[config.mk]
export PLATFORM = sky130hd
export DESIGN_NAME = immunity_sopc_bus_flat
export DESIGN_NICKNAME = d
export VERILOG_FILES = /design/src/rtl/immunity_sopc_bus_if.sv /design/src/rtl/immunity_sopc_bus.sv /design/src/flat_wrapper.sv
export SDC_FILE = /design/constraint.sdc
export NUM_CORES = 1
export LEC_CHECK = 0
export CAP_MARGIN = 15
export CORE_AREA = 4 4 118 120
export CTS_CLUSTER_SIZE = 30
export DETAILED_ROUTE_END_ITERATION = 8
export DIE_AREA = 0 0 122 124
export DONT_BUFFER_PORTS = 1
export HOLD_SLACK_MARGIN = 0.06
export MAX_ROUTING_LAYER = met4
export PLACE_DENSITY_LB_ADDON = 0.3
export SKIP_CTS_REPAIR_TIMING = 1
export SYNTH_ARGS = -nofsm -noshare
export SYNTH_HDL_FRONTEND = slang
export SYNTH_SLANG_ARGS = --single-unit
export TNS_END_PERCENT = 100
[constraint.sdc]
create_clock -name clk -period 3.3 [get_ports clk]
set_input_delay 0.495 -clock clk [delete_from_list [all_inputs] [get_ports clk]]
set_output_delay 0.495 -clock clk [all_outputs]
set_load 0.02 [all_outputs]
[src/rtl/immunity_sopc_bus_if.sv]
// rtl/immunity_sopc_bus_if.sv - core-side and slave-side signal bundle of the Immunity data bus.
interface immunity_sopc_bus_if #(
  parameter int ADDR_W   = 32,
  parameter int DATA_W   = 32,
  parameter int N_SLAVES = 4
);

  logic                       m_en;
  logic                       m_write_en;
  logic [DATA_W/8-1:0]        m_write_sel;
  logic [ADDR_W-1:0]          m_addr;
  logic [DATA_W-1:0]          m_write_data;
  logic [DATA_W-1:0]          m_read_data;
  logic                       m_stall;
  logic                       m_err;

  logic [N_SLAVES-1:0]        s_en;
  logic                       s_write_en;
  logic [DATA_W/8-1:0]        s_write_sel;
  logic [ADDR_W-1:0]          s_addr;
  logic [DATA_W-1:0]          s_write_data;
  logic [N_SLAVES*DATA_W-1:0] s_read_data;
  logic [N_SLAVES-1:0]        s_ready;

  // The interconnect: takes core requests and slave responses, drives the rest.
  modport master (
    input  m_en, m_write_en, m_write_sel, m_addr, m_write_data,
    input  s_read_data, s_ready,
    output m_read_data, m_stall, m_err,
    output s_en, s_write_en, s_write_sel, s_addr, s_write_data
  );

  modport slave (
    output m_en, m_write_en, m_write_sel, m_addr, m_write_data,
    output s_read_data, s_ready,
    input  m_read_data, m_stall, m_err,
    input  s_en, s_write_en, s_write_sel, s_addr, s_write_data
  );

endinterface

[src/rtl/immunity_sopc_bus.sv]
// rtl/immunity_sopc_bus.sv - address-decoded core-to-N-slave data bus with stall and error response.
// Define IMMUNITY_BUS_TIMEOUT_EN to compile in the BUSY timeout counter.
module immunity_sopc_bus #(
  parameter int ADDR_W   = 32,
  parameter int DATA_W   = 32,
  parameter int SEL_W    = 2,
  parameter int N_SLAVES = 4,
  parameter int TIMEOUT  = 16
) (
  input  logic                   clk,
  input  logic                   rst,
  immunity_sopc_bus_if.master    io_bus
);

  localparam int BYTES_W = DATA_W / 8;

  typedef enum logic [1:0] {
    IDLE = 2'd0,
    BUSY = 2'd1,
    DONE = 2'd2
  } state_t;

  state_t              r_state;
  state_t              w_next;

  logic [SEL_W-1:0]    w_idx;
  logic                w_decode_ok;
  logic                w_ready;
  logic                w_timeout;
  logic [DATA_W-1:0]   w_slave_rdata;
  logic [N_SLAVES-1:0] w_s_en;
  logic                w_stall;

  logic [SEL_W-1:0]    r_idx;
  logic                r_write_en;
  logic [BYTES_W-1:0]  r_write_sel;
  logic [ADDR_W-1:0]   r_addr;
  logic [DATA_W-1:0]   r_write_data;
  logic [DATA_W-1:0]   r_read_data;
  logic                r_err;

  assign w_idx       = io_bus.m_addr[ADDR_W-1 -: SEL_W];
  assign w_decode_ok = (int'(w_idx) < N_SLAVES);

  // Only the captured slave's ready/data matter; the rest are ignored.
  always_comb begin
    w_ready       = 1'b0;
    w_slave_rdata = '0;
    for (int k = 0; k < N_SLAVES; k++) begin
      if (r_idx == SEL_W'(k)) begin
        w_ready       = io_bus.s_ready[k];
        w_slave_rdata = io_bus.s_read_data[k*DATA_W +: DATA_W];
      end
    end
  end

`ifdef IMMUNITY_BUS_TIMEOUT_EN
  localparam int CNT_W = $clog2(TIMEOUT);

  logic [CNT_W-1:0] r_cnt;

  // Cleared in IDLE so every BUSY entry starts counting from zero.
  always_ff @(posedge clk or posedge rst) begin
    if (rst) begin
      r_cnt <= '0;
    end else if (r_state == BUSY) begin
      r_cnt <= r_cnt + CNT_W'(1);
    end else begin
      r_cnt <= '0;
    end
  end

  assign w_timeout = (r_cnt == CNT_W'(TIMEOUT - 1)) && !w_ready;
`else
  logic w_unused_timeout;
  assign w_unused_timeout = (TIMEOUT < 2);
  assign w_timeout        = 1'b0;
`endif

  always_ff @(posedge clk or posedge rst) begin
    if (rst) begin
      r_state <= IDLE;
    end else begin
      r_state <= w_next;
    end
  end

  always_comb begin
    w_next = r_state;
    case (r_state)
      IDLE: begin
        if (io_bus.m_en) begin
          w_next = w_decode_ok ? BUSY : DONE;
        end
      end
      BUSY: begin
        if (w_ready || w_timeout) begin
          w_next = DONE;
        end
      end
      DONE:    w_next = IDLE;
      default: w_next = IDLE;
    endcase
  end

  // s_en decodes straight from the state, so an async reset drops it at once.
  always_comb begin
    w_s_en  = '0;
    w_stall = 1'b0;
    case (r_state)
      IDLE: w_stall = io_bus.m_en;
      BUSY: begin
        w_stall = 1'b1;
        for (int k = 0; k < N_SLAVES; k++) begin
          w_s_en[k] = (r_idx == SEL_W'(k));
        end
      end
      default: w_stall = 1'b0;
    endcase
  end

  always_ff @(posedge clk or posedge rst) begin
    if (rst) begin
      r_idx        <= '0;
      r_write_en   <= 1'b0;
      r_write_sel  <= '0;
      r_addr       <= '0;
      r_write_data <= '0;
      r_read_data  <= '0;
      r_err        <= 1'b0;
    end else begin
      r_err <= 1'b0;
      case (r_state)
        IDLE: begin
          if (io_bus.m_en) begin
            r_idx        <= w_idx;
            r_write_en   <= io_bus.m_write_en;
            r_write_sel  <= io_bus.m_write_sel;
            r_addr       <= io_bus.m_addr;
            r_write_data <= io_bus.m_write_data;
            if (!w_decode_ok) begin
              r_err <= 1'b1;
              if (!io_bus.m_write_en) begin
                r_read_data <= '1;
              end
            end
          end
        end
        BUSY: begin
          if (w_ready) begin
            if (!r_write_en) begin
              r_read_data <= w_slave_rdata;
            end
          end else if (w_timeout) begin
            r_err <= 1'b1;
            if (!r_write_en) begin
              r_read_data <= '1;
            end
          end
        end
        default: ;
      endcase
    end
  end

  assign io_bus.s_en         = w_s_en;
  assign io_bus.s_write_en   = r_write_en;
  assign io_bus.s_write_sel  = r_write_sel;
  assign io_bus.s_addr       = r_addr;
  assign io_bus.s_write_data = r_write_data;
  assign io_bus.m_read_data  = r_read_data;
  assign io_bus.m_stall      = w_stall;
  assign io_bus.m_err        = r_err;

endmodule

[src/flat_wrapper.sv]
// flat-port wrapper written by rule: the top's interface ports become plain ports
module immunity_sopc_bus_flat 
#(
  parameter int ADDR_W   = 32,
  parameter int DATA_W   = 32,
  parameter int SEL_W    = 2,
  parameter int N_SLAVES = 4,
  parameter int TIMEOUT  = 16
)
  (clk, rst, io_bus_m_en, io_bus_m_write_en, io_bus_m_write_sel, io_bus_m_addr, io_bus_m_write_data, io_bus_s_read_data, io_bus_s_ready, io_bus_m_read_data, io_bus_m_stall, io_bus_m_err, io_bus_s_en, io_bus_s_write_en, io_bus_s_write_sel, io_bus_s_addr, io_bus_s_write_data);
  immunity_sopc_bus_if #(.ADDR_W(ADDR_W), .DATA_W(DATA_W), .N_SLAVES(N_SLAVES)) io_bus_i ();
  input  logic clk;
  input  logic rst;
  input wire logic [$bits(io_bus_i.m_en)-1:0] io_bus_m_en;
  input wire logic [$bits(io_bus_i.m_write_en)-1:0] io_bus_m_write_en;
  input wire logic [$bits(io_bus_i.m_write_sel)-1:0] io_bus_m_write_sel;
  input wire logic [$bits(io_bus_i.m_addr)-1:0] io_bus_m_addr;
  input wire logic [$bits(io_bus_i.m_write_data)-1:0] io_bus_m_write_data;
  input wire logic [$bits(io_bus_i.s_read_data)-1:0] io_bus_s_read_data;
  input wire logic [$bits(io_bus_i.s_ready)-1:0] io_bus_s_ready;
  output wire logic [$bits(io_bus_i.m_read_data)-1:0] io_bus_m_read_data;
  output wire logic [$bits(io_bus_i.m_stall)-1:0] io_bus_m_stall;
  output wire logic [$bits(io_bus_i.m_err)-1:0] io_bus_m_err;
  output wire logic [$bits(io_bus_i.s_en)-1:0] io_bus_s_en;
  output wire logic [$bits(io_bus_i.s_write_en)-1:0] io_bus_s_write_en;
  output wire logic [$bits(io_bus_i.s_write_sel)-1:0] io_bus_s_write_sel;
  output wire logic [$bits(io_bus_i.s_addr)-1:0] io_bus_s_addr;
  output wire logic [$bits(io_bus_i.s_write_data)-1:0] io_bus_s_write_data;
  assign io_bus_i.m_en = io_bus_m_en;
  assign io_bus_i.m_write_en = io_bus_m_write_en;
  assign io_bus_i.m_write_sel = io_bus_m_write_sel;
  assign io_bus_i.m_addr = io_bus_m_addr;
  assign io_bus_i.m_write_data = io_bus_m_write_data;
  assign io_bus_i.s_read_data = io_bus_s_read_data;
  assign io_bus_i.s_ready = io_bus_s_ready;
  assign io_bus_m_read_data = io_bus_i.m_read_data;
  assign io_bus_m_stall = io_bus_i.m_stall;
  assign io_bus_m_err = io_bus_i.m_err;
  assign io_bus_s_en = io_bus_i.s_en;
  assign io_bus_s_write_en = io_bus_i.s_write_en;
  assign io_bus_s_write_sel = io_bus_i.s_write_sel;
  assign io_bus_s_addr = io_bus_i.s_addr;
  assign io_bus_s_write_data = io_bus_i.s_write_data;
  immunity_sopc_bus #(.ADDR_W(ADDR_W), .DATA_W(DATA_W), .SEL_W(SEL_W), .N_SLAVES(N_SLAVES), .TIMEOUT(TIMEOUT)) u_core (.clk(clk), .rst(rst), .io_bus(io_bus_i));
endmodule
== Word-level counts from Yosys, hierarchy flattened ==
Index checks and enable logic that the tools add are counted.
Storage, ports and cells
  bits in latches: 0
  memories kept: 0
  RAM bits: 0
  output and inout port bits: 107
  logic and storage cells: 32
  register bits: 105
  ROM bits: 0
Cells by class
  reductions and logical operators: 5
  bitwise logic cells: 1
  equality and inequality tests: 6
  muxes and demuxes: 13
  divide/modulo/power cells: 0
  $add $sub $neg: 0
  $lt $le $gt $ge: 0
  shift operators: 0
  multiply operators: 0
Operator list (count)
  $mux W32: 4
  $eq A2 B1 Y1 const B: 2
  $eq A2 B2 Y1 const B: 2
  $logic_not A2 Y1: 2
  $mux W1: 4
  $mux W2: 2
  $mux W4: 1
  $pmux W2 S2: 1
  $reduce_and A2 Y1: 2
  $reduce_and A3 Y1: 1
  $ne A2 B1 Y1 const B: 1
  $ne A2 B2 Y1 const B: 1
  $pmux W1 S2: 1
  $not A1 Y1: 1

== Logic depth before layout (Yosys ltp) ==
  depth after elaboration: 7
  gate-level depth with buffers: 5
  depth with buffers taken out: 3

== Worst setup path after synthesis ==
OpenSTA, ideal clock, no wires.
  path kind: register to output
  from: reg u_core.io_bus.s_addr[31] (netlist name)
  to: out io_bus_s_en[2]
  required time: 2.805 ns
  cell stages (with the launch flop): 5
  arrival: 2.012 ns
  buffers on the path: 2
  slack: 0.793 ns
  path through: dfrtp_1 > clkbuf_1 > clkbuf_1 > inv_1 > nor4b_1
RTL lines
  end, declared: RTL line flat_wrapper.sv:24  | output wire logic [$bits(io_bus_i.s_en)-1:0] io_bus_s_en;

== Final worst setup path ==
  from: reg u_core.r_idx[0]
  to: out io_bus_s_en[2]
Between the ends
  word-level cells in the longest chain between the ends: 2
Ends and longest elaborated chain
  start, declared: RTL line immunity_sopc_bus.sv:34  | logic [SEL_W-1:0] r_idx;
  start signal, assigned: RTL line immunity_sopc_bus.sv:136  | r_idx <= w_idx;
  $eq A2 B2 Y1: RTL line immunity_sopc_bus.sv:115  | w_s_en[k] = (r_idx == SEL_W'(k));
  $mux W4: RTL line immunity_sopc_bus.sv:110  | case (r_state)
Every way passes these cells.

==> impl_metrics.toml <==
[layout]
fillers = 1203
drive_gt1_share_pct = 57.55
n_antenna_cell = 0
final_cells = 454
regArea_sq_um = 2580
multi_input_area_sq_um = 2102
final_common_cell = "dfrtp_1"
layout_common_cells = "dfrtp_1, mux2_2, mux4_2"
final_nets = 477
syn_to_final_growth_pct = 10.28

[sta]
period_needed_ns = 2.342
setup_viol = 0
slew_viol_final = 0
relSlewSlack_pct = 27.27
hold_viol_final = 0
tns_ns = 0
fmax_mhz = 427.0
min_period_over_period_pct = 70.98
worstMarginPinSlew_ns = 1.091
fin_ws_ns = 0.9578
whs_ns = 0.1215
rsz0062_at_grt = "false"
finalClockSkew_ns = 0.006705

[synth]
syn_area_sq_um = 4793
synth_fp_nets = 479
seq_area_frac_synth_pct = 53.77
yosys.area.top_type = "dfrtp_1"
yosysWarningCount = 0
synthCells = 275
syn_avg_cell_area_sq_um = 17.43
synth_top_cell_area_share_pct = 53.77
synth_area_leaders = "dfrtp_1, mux2_2, mux4_2"
yosys.cell_types.count = 20
ys_seq_elements = 103

[worst_setup_path]
required_ns = 2.80
r2r-start = "u_core.r_idx[0]$_DFFE_PP0P_"
ff2ff_path_depth = 3
worstSetupPathType = "reg2out"
crit_path_start_kind = "register"
r2r_end = "u_core.io_bus.m_read_data[0]$_DFFE_PP0P_"
critPathArrivalTime_ns = 1.85
rrSetupSlack_ns = 1.00
path_max_fanout = 28
end_kind = "output port"

[placed_design]
io_buffers = 0
dp_hpwl_mm = 9.346
pre_cts_slack_ns = 0.9575
dpl.cell_count = 438
gp_congestion = 0.7466

[global_route]
grt.met1_usage_pct = 19.49
busiest_layer = "met2"
antenna_found_initial = 0
grt_pass1_vias = 2694
grt_first_pass_wirelength_mm = 16.86
grt_max_degree = 69
grt_use_total_pct = 15.60
gr-usage-met3_pct = 5.268
grt-ovfl-total = 0
met2_usage_pct = 24.10

[clock_tree]
max-clock-path-buffers = 2
cts.sinks = 103
cts_buffers = 9
htree_levels = 3
cts_root_buf = "clkbuf_16"
cts_tree = "done"
clock_latency_ns = 0.34
cts.clk_slew.worst_paths_ns = 0.07

[power]
p_leak_uw = 0.002201
powerDensity_nw_per_um2 = 1191
vdd.ir_drop.worst_mv = 0.5690
power.total_uw = 6298

[floorplan]
start_util_pct = 36.93
die_x_um = 122
io_pins = 311
die_h_um = 124
coreArea_sq_um = 12980
row_count = 42
dieArea_sq_um = 15130

[routing]
wirelength_mm = 11.99
route.detailed.drc = 0
viasPerCell = 5.485
drt_iter0_markers = 58
wl_per_cell_um = 26.42
dr.pass1.iters = 4
ant_nets = 0
num_vias = 2490

[min_path]
hp-class = "in2async"

[run]
cap_violations = 0

[outcome]
status = "complete, no violations"
## critical path: stages (launching register included)
cell and delay (ns):
dfrtp_2 0.57, buf_4 0.36, nor4b_1 0.36, buf_4 0.20
## report_power, final
part,internal (uW),switching [uW],total [uW]
clock,635,471,1110
sequential,1910,1360,3280
combinational,1240,679,1910
total,3780,2510,6300
## layout make-up
class                   instances  area share (%)
clock buffers                  11           4.781
clock inverters                 5           1.207
inverters                       2          0.1893
multi-input cells             151           39.76
flip-flops and latches        103           48.80
well taps                     176           4.166
repair buffers                  6           1.089
## cell usage after synthesis
master / number
dfrtp_1: 103
mux4_2: 33
conb_1: 1
inv_1: 2
nand2_1: 2
mux2_2: 70
and2_1: 1
or4b_1: 1
buf_4: 1
o32a_2: 1
buf_6: 3
nor4b_1: 2
nand3b_1: 1
buf_2: 11
clkbuf_1: 4
o21ai_0: 1
nor3b_1: 1
nor2_1: 5
mux2_4: 30
mux2i_1: 2
## worst max path at each step
stage / start / slack [ns] / to
3_3_place_gp: u_core.r_idx[0]$_DFFE_PP0P_ / 0.99 / u_core.io_bus.m_read_data[15]$_DFFE_PP0P_
4_1_cts: u_core.r_idx[0]$_DFFE_PP0P_ / 0.87 / io_bus_s_en[2]
2_1_floorplan: rst / 0.10 / u_core.io_bus.m_read_data[0]$_DFFE_PP0P_
3_5_place_dp: u_core.r_idx[0]$_DFFE_PP0P_ / 0.96 / u_core.io_bus.m_read_data[10]$_DFFE_PP0P_
6_report: u_core.r_idx[0]$_DFFE_PP0P_ / 0.96 / io_bus_s_en[2]
5_1_grt: u_core.r_idx[0]$_DFFE_PP0P_ / 0.77 / io_bus_s_en[2]
## logic make-up (layout without fill, tap and decap cells)
family                 Yosys count  count (layout)  share of synthesized area (%)
buffers and inverters           21              24                          2.480
and+or+nand+nor                 13              13                          1.567
other                            1               1                        0.07823
AOI/OAI and AO/OA                2               2                         0.3392
DFF                            103             103                          53.77
muxes                          135             135                          41.76
## sequential cells by signal, indices dropped and copies added, names as in the netlist
register and count:
u_core.io_bus.s_write_en 1, u_core.io_bus.s_addr 31, u_core.r_state 2, u_core.io_bus.s_write_data 32, u_core.r_idx 1, u_core.io_bus.m_read_data 32
u_core.io_bus.s_write_sel 4
## through the flow
step | utilization [%] | cell area (sq um)
2_1_floorplan | - | 4793
3_3_place_gp | 38.29 | 4970
3_5_place_dp | 38.29 | 4970
4_1_cts | 40.73 | 5286
5_1_grt | 40.73 | 5286
6_report | 40.73 | 5286
## metal layers
metal / part of all wire [%] / vias up / wire length (um)
met2: 51 / 139 / 6127
met5: 0 / - / 0
met3: 9.0 / 12 / 1074
met4: 1.3 / 0 / 151
met1: 39 / 1307 / 4639
li1: - / 1032 / -
Power figures use the tool's default switching activity.
